--- config.mk ---
export PLATFORM = sky130hd
export DESIGN_NAME = digit_scroller
export DESIGN_NICKNAME = d
export VERILOG_FILES = /design/src/rtl/digit_scroller.sv
export SDC_FILE = /design/constraint.sdc
export NUM_CORES = 1
export LEC_CHECK = 0
export CORE_UTILIZATION = 60
export CTS_BUF_LIST = sky130_fd_sc_hd__clkbuf_16
export CTS_CLUSTER_DIAMETER = 60
export DETAILED_ROUTE_END_ITERATION = 6
export PLACE_DENSITY_LB_ADDON = 0.05
export SKIP_CTS_REPAIR_TIMING = 1
export SYNTH_ARGS = -nofsm -noshare
export SYNTH_HDL_FRONTEND = slang
export SYNTH_SLANG_ARGS = --single-unit
--- constraint.sdc ---
create_clock -name clk -period 11.8 [get_ports clk]
set_clock_uncertainty 0.15 [all_clocks]
set_input_delay 1.77 -clock clk [delete_from_list [all_inputs] [get_ports clk]]
set_output_delay 1.77 -clock clk [all_outputs]
set_load 0.02 [all_outputs]
--- src/rtl/digit_scroller.sv ---
// rtl/digit_scroller.sv - 16-digit BCD buffer emitting scrolled or paged 4-digit seven-segment frames
module digit_scroller #(
    parameter int TICK_DIV = 25000000,
    parameter int MAX_LEN  = 16
) (
    input  logic       clk,
    input  logic       rst,
    input  logic       clear,
    input  logic       wr_en,
    input  logic [3:0] wr_data,
    input  logic       run,
    input  logic       mode,
    output logic [6:0] seg0,
    output logic [6:0] seg1,
    output logic [6:0] seg2,
    output logic [6:0] seg3,
    output logic       frame_strobe,
    output logic [4:0] len,
    output logic       overflow
);

    localparam int             CW        = (TICK_DIV > 2) ? $clog2(TICK_DIV) : 1;
    localparam logic [CW-1:0]  TICK_LAST = CW'(TICK_DIV - 1);
    localparam logic [4:0]     FULL      = 5'(MAX_LEN);
    localparam logic [6:0]     BLANK     = 7'b1111111;

    logic [3:0]    digits [16];
    logic [3:0]    pos;
    logic [CW-1:0] count;
    logic          mode_q;
    logic          mode_chg;
    logic          tick;
    logic [6:0]    win [4];
    logic [3:0]    next_pos;

    function automatic logic [6:0] seg_code(input logic [3:0] d);
        case (d)
            4'd0:    seg_code = 7'b1000000;
            4'd1:    seg_code = 7'b1111001;
            4'd2:    seg_code = 7'b0100100;
            4'd3:    seg_code = 7'b0110000;
            4'd4:    seg_code = 7'b0011001;
            4'd5:    seg_code = 7'b0010010;
            4'd6:    seg_code = 7'b0000010;
            4'd7:    seg_code = 7'b1111000;
            4'd8:    seg_code = 7'b0000000;
            4'd9:    seg_code = 7'b0010000;
            default: seg_code = BLANK;
        endcase
    endfunction

    // Three conditional subtracts cover len=1 (index up to pos+3 with pos=0).
    function automatic logic [3:0] wrap_idx(input logic [4:0] idx, input logic [4:0] n);
        logic [4:0] r;
        r = idx;
        for (int k = 0; k < 3; k++) begin
            if (r >= n) r = r - n;
        end
        return r[3:0];
    endfunction

    assign mode_chg = (mode != mode_q);
    assign tick     = run && !mode_chg && (count == TICK_LAST);

    always_comb begin
        logic [4:0] idx;
        for (int i = 0; i < 4; i++) begin
            idx = {1'b0, pos} + 5'(i);
            if (len == 5'd0) begin
                win[i] = BLANK;
            end else if (mode_q) begin
                win[i] = (idx < len) ? seg_code(digits[idx[3:0]]) : BLANK;
            end else begin
                win[i] = seg_code(digits[wrap_idx(idx, len)]);
            end
        end
    end

    always_comb begin
        next_pos = 4'd0;
        if (len != 5'd0) begin
            if (mode_q) begin
                if (({1'b0, pos} + 5'd4) < len) next_pos = pos + 4'd4;
            end else begin
                if (({1'b0, pos} + 5'd1) < len) next_pos = pos + 4'd1;
            end
        end
    end

    always_ff @(posedge clk) begin
        if (rst) begin
            seg0         <= BLANK;
            seg1         <= BLANK;
            seg2         <= BLANK;
            seg3         <= BLANK;
            frame_strobe <= 1'b0;
            len          <= 5'd0;
            overflow     <= 1'b0;
            pos          <= 4'd0;
            count        <= '0;
            mode_q       <= mode;
        end else begin
            mode_q       <= mode;
            frame_strobe <= tick;

            if (mode_chg) begin
                count <= '0;
            end else if (run) begin
                count <= (count == TICK_LAST) ? '0 : count + 1'b1;
            end

            if (tick) begin
                seg0 <= win[0];
                seg1 <= win[1];
                seg2 <= win[2];
                seg3 <= win[3];
            end

            // clear takes priority over both the write and any pos advance
            if (clear) begin
                len      <= 5'd0;
                pos      <= 4'd0;
                overflow <= 1'b0;
            end else begin
                if (mode_chg) begin
                    pos <= 4'd0;
                end else if (tick) begin
                    pos <= next_pos;
                end
                if (wr_en) begin
                    if (len == FULL) begin
                        overflow <= 1'b1;
                    end else begin
                        digits[len[3:0]] <= wr_data;
                        len              <= len + 5'd1;
                    end
                end
            end
        end
    end

endmodule
## Yosys cells after proc, flatten, opt, wreduce, memory -nomap -nowiden

Memory sizes are Yosys's and may differ from the RTL's. A register that Yosys moved wholly into a read port is not among the register bits.
Index checks and enable logic that the tools add are counted.

| word-level totals | value |
|---|---|
| register bits | 65 |
| memories | 9 |
| bits in read-only memories | 896 |
| memory bits (writable) | 64 |
| bits of input ports | 10 |
| output and inout port bits | 35 |
| word-level logic and storage cells | 130 |

| operators by class | value |
|---|---|
| $lt $le $gt $ge | 17 |
| add/sub/neg operators | 20 |
| reductions and logical operators | 10 |
| bitwise logic cells | 1 |
| eq/ne operators | 3 |
| muxes and demuxes | 60 |

Memory list:

| name | depth | bits a word | read ports | clocked after memory_dff | wr ports | RTL line | source |
|---|---|---|---|---|---|---|---|
| (no name shown) | 16 | 7 | 1 | 0 | 0 | 37 | `case (d)` |
| (no name shown) | 16 | 7 | 1 | 0 | 0 | 37 |  |
| (no name shown) | 16 | 7 | 1 | 0 | 0 | 37 |  |
| (no name shown) | 16 | 7 | 1 | 0 | 0 | 37 |  |
| (no name shown) | 16 | 7 | 1 | 0 | 0 | 37 |  |
| (no name shown) | 16 | 7 | 1 | 0 | 0 | 37 |  |
| +3 memories | -- | -- | -- | -- | -- | -- |  |

Operator list:

| kind | count |
|---|---|
| two-way mux 5 bit | 24 |
| two-way mux 7 bit | 12 |
| two-way mux 4 bit | 18 |
| >= comparator 5 bit | 11 |
| subtractor 5 bit | 7 |
| adder 25 x 1 -> 25 bit (second input constant) | 1 |
| equality test 25 bit (second input constant) | 1 |
| two-way mux 25 bit | 1 |
| < comparator 5 bit | 4 |
| subtractor 4 bit | 4 |
| adder 4 x 2 -> 5 bit (second input constant) | 2 |
| adder 4 x 1 -> 5 bit (second input constant) | 1 |
| adder 4 x 3 -> 5 bit (second input constant) | 1 |
| adder 5 x 1 -> 5 bit (second input constant) | 1 |
| equality test 5 bit (second input constant) | 1 |
| >= comparator 4 x 5 -> 1 bit | 1 |
| logical NOT 5 bit | 1 |
| < comparator 4 x 5 -> 1 bit | 1 |
| two-way mux 1 bit | 5 |
| nonzero test 5 bit | 1 |
| subtractor 4 x 5 -> 5 bit | 1 |
| adder 4 x 1 -> 4 bit (second input constant) | 1 |
| adder 4 x 3 -> 4 bit (second input constant) | 1 |
| AND reduction 2 bit | 2 |
| 6 further kinds | 8 |

## Logic depth before layout (Yosys ltp)

An unclocked memory read counts as a cell.

| depth | value |
|---|---|
| depth in word-level cells | 17 |
| depth in mapped cells | 38 |
| gate-level depth less buffers | 33 |

## Least setup slack after synthesis

No wires, ideal clock.

| timing path | value |
|---|---|
| path type | reg2reg |
| from | reg pos[0] |
| to | reg seg3[5] |
| clock period less this slack | 8.399 ns |
| required time | 11.505 ns |
| stages on the path, launching flop included | 34 |
| data arrival time | 8.105 ns |
| slack | 3.401 ns |
| setup time | 0.145 ns |
| path buffers | 7 |
| cells stage by stage | dfxtp_1 > buf_2 > buf_2 > buf_2 > buf_2 > buf_2 > inv_1 > ha_1 > xnor2_2 > ha_1 > and3_1 > and3b_1 > or3_4 > mux2_2 > ha_1 > nand2_1 > o21ai_1 > a211oi_2 > or2_2 > ha_1 > a21o_1 > a31oi_1 > o21ai_1 > mux2i_2 > buf_6 > buf_6 > mux2i_1 > mux2_1 > mux2i_1 > inv_2 > ha_1 > nor3_1 > a311o_1 > a31oi_1 |

| on the way | value |
|---|---|
| word-level cells in the longest chain between the ends | 17 |
| elaborated cells on any way between the ends | 23 |
| those cells by class | add/sub (4); order compare (4); mux (12); memory (3) |

RTL lines:

| item | RTL line | source |
|---|---|---|
| start: declaration | 28 | `logic [3:0] pos;` |
| start signal: assignment | 128 | `pos <= next_pos;` |
| adder 4 x 2 -> 5 bit (*) | 68 | `idx = {1'b0, pos} + 5'(i);` |
| subtractor 5 bit or >= comparator 5 bit (tied branches) | 57 | `if (r >= n) r = r - n;` |
| two-way mux 5 bit | 57 |  |
| two-way mux 5 bit | 71 | `end else if (mode_q) begin` |
| two-way mux 5 bit | 69 | `if (len == 5'd0) begin` |
| subtractor 5 bit or >= comparator 5 bit (tied branches) | 57 |  |
| two-way mux 5 bit | 57 |  |
| two-way mux 5 bit | 71 |  |
| two-way mux 5 bit | 69 |  |
| subtractor 4 bit or >= comparator 5 bit (tied branches) | 57 |  |
| two-way mux 4 bit | 57 |  |
| two-way mux 4 bit | 71 |  |
| two-way mux 4 bit | 69 |  |
| memory read (16 x 4 bit) | -- |  |
| memory read (16 x 7 bit) | -- |  |
| two-way mux 7 bit (*) | 71 |  |
| two-way mux 7 bit (*) | 69 |  |
| end signal: assignment | 116 | `seg3 <= win[3];` |
| end: declaration | 16 | `output logic [6:0] seg3,` |

Every way passes the cells marked *; elsewhere a longest branch is shown, timed or not. The select of a mux whose other input is x is not followed.
A chain may end at the register's enable or synchronous reset.

## Worst setup path in the final report

| timing path | value |
|---|---|
| from | reg pos[1] |
| to | reg seg3[5] |

Same word-level chain as after synthesis.

==> impl_metrics.json <==
{
  "seq_area_sq_um": 3310,
  "p_leak_nw": 5.81,
  "path_common_cell": "ha_1",
  "arrival_ns": 9.78,
  "max_stage_delay_ns": 0.96,
  "rsz0062_at_grt": "false",
  "swShare_pct": 42.0,
  "via_per_inst": 6.66,
  "mostFrequentLayoutCells": "mux2i_1 (128), nor2_1 (115), nand2_1 (114)",
  "path_clk_slew_ns": 0.07,
  "yosys_warnings": 0,
  "routed.top_layer": "met4",
  "vias": 11861,
  "dp_hpwl_microns": 29400,
  "power_switching_uw": 850,
  "cpLargestDelayFamily": "compound AO/OA/AOI/OAI gates",
  "grt_antenna_before_repair": 1,
  "final_common_cell": "mux2i_1",
  "route.detailed.drc": 0,
  "crit_buf_inv": 3,
  "multi_input_area_sq_um": 10200,
  "routedWlPerCell_microns": 21.9,
  "worst_slew_pin_slew_ns": 1.01,
  "post-route-period-util_pct": 81.9,
  "grt_pass1_wl_microns": 62100,
  "finalWirelength_microns": 39000,
  "grt_pass1_vias": 11384,
  "p_per_area_nw_per_um2": 132,
  "grt_usage_pct": 33.6,
  "clockRootBuffer": "clkbuf_16",
  "final_util_pct": 67.0,
  "wl_met2_microns": 17300,
  "max_freq_mhz": 103,
  "pin_count": 45,
  "yosysSeqAreaShare_pct": 23.6,
  "port-buffer-count": 44,
  "grt_overflow": 0,
  "reg2reg_depth": 28,
  "row_count": 55,
  "first_iter_violations": 1601,
  "fin_nets": 1582,
  "status": "completed",
  "avgSynthCellArea_sq_um": 9.72,
  "totalPowerFinal_mw": 2.02,
  "ff2ff_setup_slack_ns": 2.13,
  "min_period_ns": 9.67,
  "pwr-share-clk_pct": 26.7,
  "ant_nets": 0,
  "stdcell_count": 1781,
  "synth_compound_area_share_pct": 16.5,
  "crit_end": "seg3[5]$_SDFFE_PP1P_",
  "critical_path.slowest_cell": "dfxtp_1",
  "cp-end-kind": "register",
  "synth_ff_type": "dfxtp_1",
  "drv_slew": 0,
  "required_ns": 11.92,
  "r2r_end": "seg3[5]$_SDFFE_PP1P_",
  "cts_buffers": 17,
  "synthArstFlopShare_pct": 0,
  "dieWidth_microns": 155,
  "clk-insertion-delay-late_ns": 0.43,
  "synth_top_family_by_area": "multiplexers",
  "synth_area_leaders": "mux4_2 (14%), edfxtp_1 (14%), dfxtp_1 (9.9%), ha_1 (9.4%), mux2i_1 (9.3%)",
  "critPathKind": "register to register",
  "dr.pass1.iters": 6,
  "cp-start-kind": "register",
  "area_delta_synth_final_pct": 8.97,
  "netlist.area_leader.share_pct": 14.0,
  "cp-startpoint": "pos[1]$_SDFFE_PP0P_",
  "syn_inst": 1441,
  "slew_headroom_pct": 31.5,
  "die_y_microns": 155,
  "synth-xor-area-share_pct": 3.86,
  "core_sq_um": 22800,
  "grt_max_degree": 59,
  "pwr-share-comb_pct": 49.2,
  "p_int_mw": 1.17,
  "gp_congestion": 1.01,
  "hp-class": "register to register",
  "syn_nets": 1568,
  "ys_types": 101,
  "r2r-start": "pos[1]$_SDFFE_PP0P_",
  "cp.depth": 28,
  "final.setup.tns_ns": 0,
  "maxCapViolations": 0,
  "ys_seq_elements": 133,
  "sequentialPowerShare_pct": 24.1,
  "finalSetupViolCount": 0,
  "ir_worst_vdd_mv": 0.208,
  "clk_path_buf_depth": 2,
  "hold_viol": 0,
  "worstPathMaxFanout": 36,
  "drive_above_1_share_pct": 15.1,
  "synth_edf_count": 64,
  "cts.sinks": 133,
  "dpl.cell_count": 1749,
  "synthAdderAreaFrac_pct": 11.1,
  "synth_mux_area_share_pct": 26.3,
  "tritoncts": "built",
  "syn_area_sq_um": 14000,
  "htree_levels": 4,
  "diodes": 0,
  "met1_length_microns": 16600,
  "start_util_pct": 61.5,
  "design.die.area_sq_um": 24000,
  "final.fill_count": 1858,
  "synth-simple-area-share_pct": 14.6,
  "synth_top_cell_by_area": "mux4_2",
  "dr_wl_met3_microns": 3760
}
-- sequential cells by signal, indices dropped and copies added (netlist names), 4 cells and up, named ones only --
signal,cells
seg1,7
seg0,7
pos,4
digits,64
seg2,7
seg3,7
count,25
len,5
-- cell usage after synthesis (10+ instances only) --
| cell type | n |
|---|---|
| clkbuf_1 | 28 |
| nor2_1 | 115 |
| a211oi_1 | 11 |
| nand3_1 | 27 |
| buf_2 | 19 |
| nor3_1 | 22 |
| or2_2 | 11 |
| o21ai_0 | 69 |
| mux2_2 | 35 |
| xnor2_1 | 30 |
| inv_1 | 65 |
| xor2_1 | 28 |
| edfxtp_1 | 64 |
| mux4_2 | 87 |
| nand2b_1 | 13 |
| ha_1 | 105 |
| o211ai_1 | 23 |
| and3_1 | 16 |
| dfxtp_1 | 69 |
| fa_1 | 12 |
| and2_1 | 17 |
| nor2b_1 | 21 |
| a21oi_1 | 64 |
| nand4_1 | 10 |
| a21o_1 | 26 |
| nand2_1 | 114 |
| mux2i_1 | 130 |
| o21a_1 | 14 |
| a31oi_1 | 16 |
-- per-layer routing --
metal | global-route usage (%) | vias to the layer above
met3 | 6.89 | 93
li1 | - | 5500
met5 | 0 | -
met1 | 45.6 | 5660
met4 | 12.2 | 0
met2 | 53.2 | 608
-- worst min-delay path by stage --
stage / startpoint / to / slack [ns] / depth (start not counted)
after floorplan: count[15]$_SDFFE_PP0P_ / count[15]$_SDFFE_PP0P_ / 0.32 / 2
after global placement: seg2[2]$_SDFFE_PP1P_ / seg2[2]$_SDFFE_PP1P_ / 0.31 / 1
after detailed placement: seg2[2]$_SDFFE_PP1P_ / seg2[2]$_SDFFE_PP1P_ / 0.31 / 1
after CTS: seg2[2]$_SDFFE_PP1P_ / seg2[2]$_SDFFE_PP1P_ / 0.32 / 1
after global routing: seg2[2]$_SDFFE_PP1P_ / seg2[2]$_SDFFE_PP1P_ / 0.34 / 1
final: seg2[2]$_SDFFE_PP1P_ / seg2[2]$_SDFFE_PP1P_ / 0.32 / 1
-- through the flow --
stage / cell area [sq um] / hold WS, ns / worst slack (ns)
floorplan: 14000 / 0.316 / 3.40
global placement: 14700 / 0.306 / 2.45
detailed placement: 14700 / 0.311 / 2.21
CTS: 15300 / 0.324 / 2.18
global route: 15300 / 0.338 / 1.36
finish: 15300 / 0.321 / 2.13
-- area by class of cell --
| class | count | area share [%] |
|---|---|---|
| Clock inverter | 15 | 1.20 |
| Tap cell | 313 | 2.57 |
| Sequential cell | 133 | 21.7 |
| Timing Repair Buffer | 57 | 3.53 |
| Clock buffer | 17 | 2.79 |
| Multi-Input combinational cell | 1177 | 66.6 |
| Inverter | 69 | 1.71 |
-- power by group through the flow --
stage | Clock, mW | Sequential (mW) | Combinational [mW]
after floorplan | 0 | 0.497 | 0.803
after global placement | 0 | 0.497 | 0.961
after detailed placement | 0 | 0.497 | 0.977
after CTS | 0.544 | 0.487 | 0.981
after global routing | 0.563 | 0.487 | 1.09
final | 0.541 | 0.487 | 0.995
-- logic make-up (layout without fill, tap and decap cells) --
family / after synthesis / count (layout)
multiplexers: 254 / 254
buffers and inverters: 131 / 158
AND/OR/NAND/NOR: 413 / 413
XOR/XNOR: 60 / 60
adder cells (fa/ha/maj): 117 / 117
flip-flops: 133 / 133
AO/OA/AOI/OAI: 333 / 333
No activity file was read; power rests on OpenSTA's default activity.
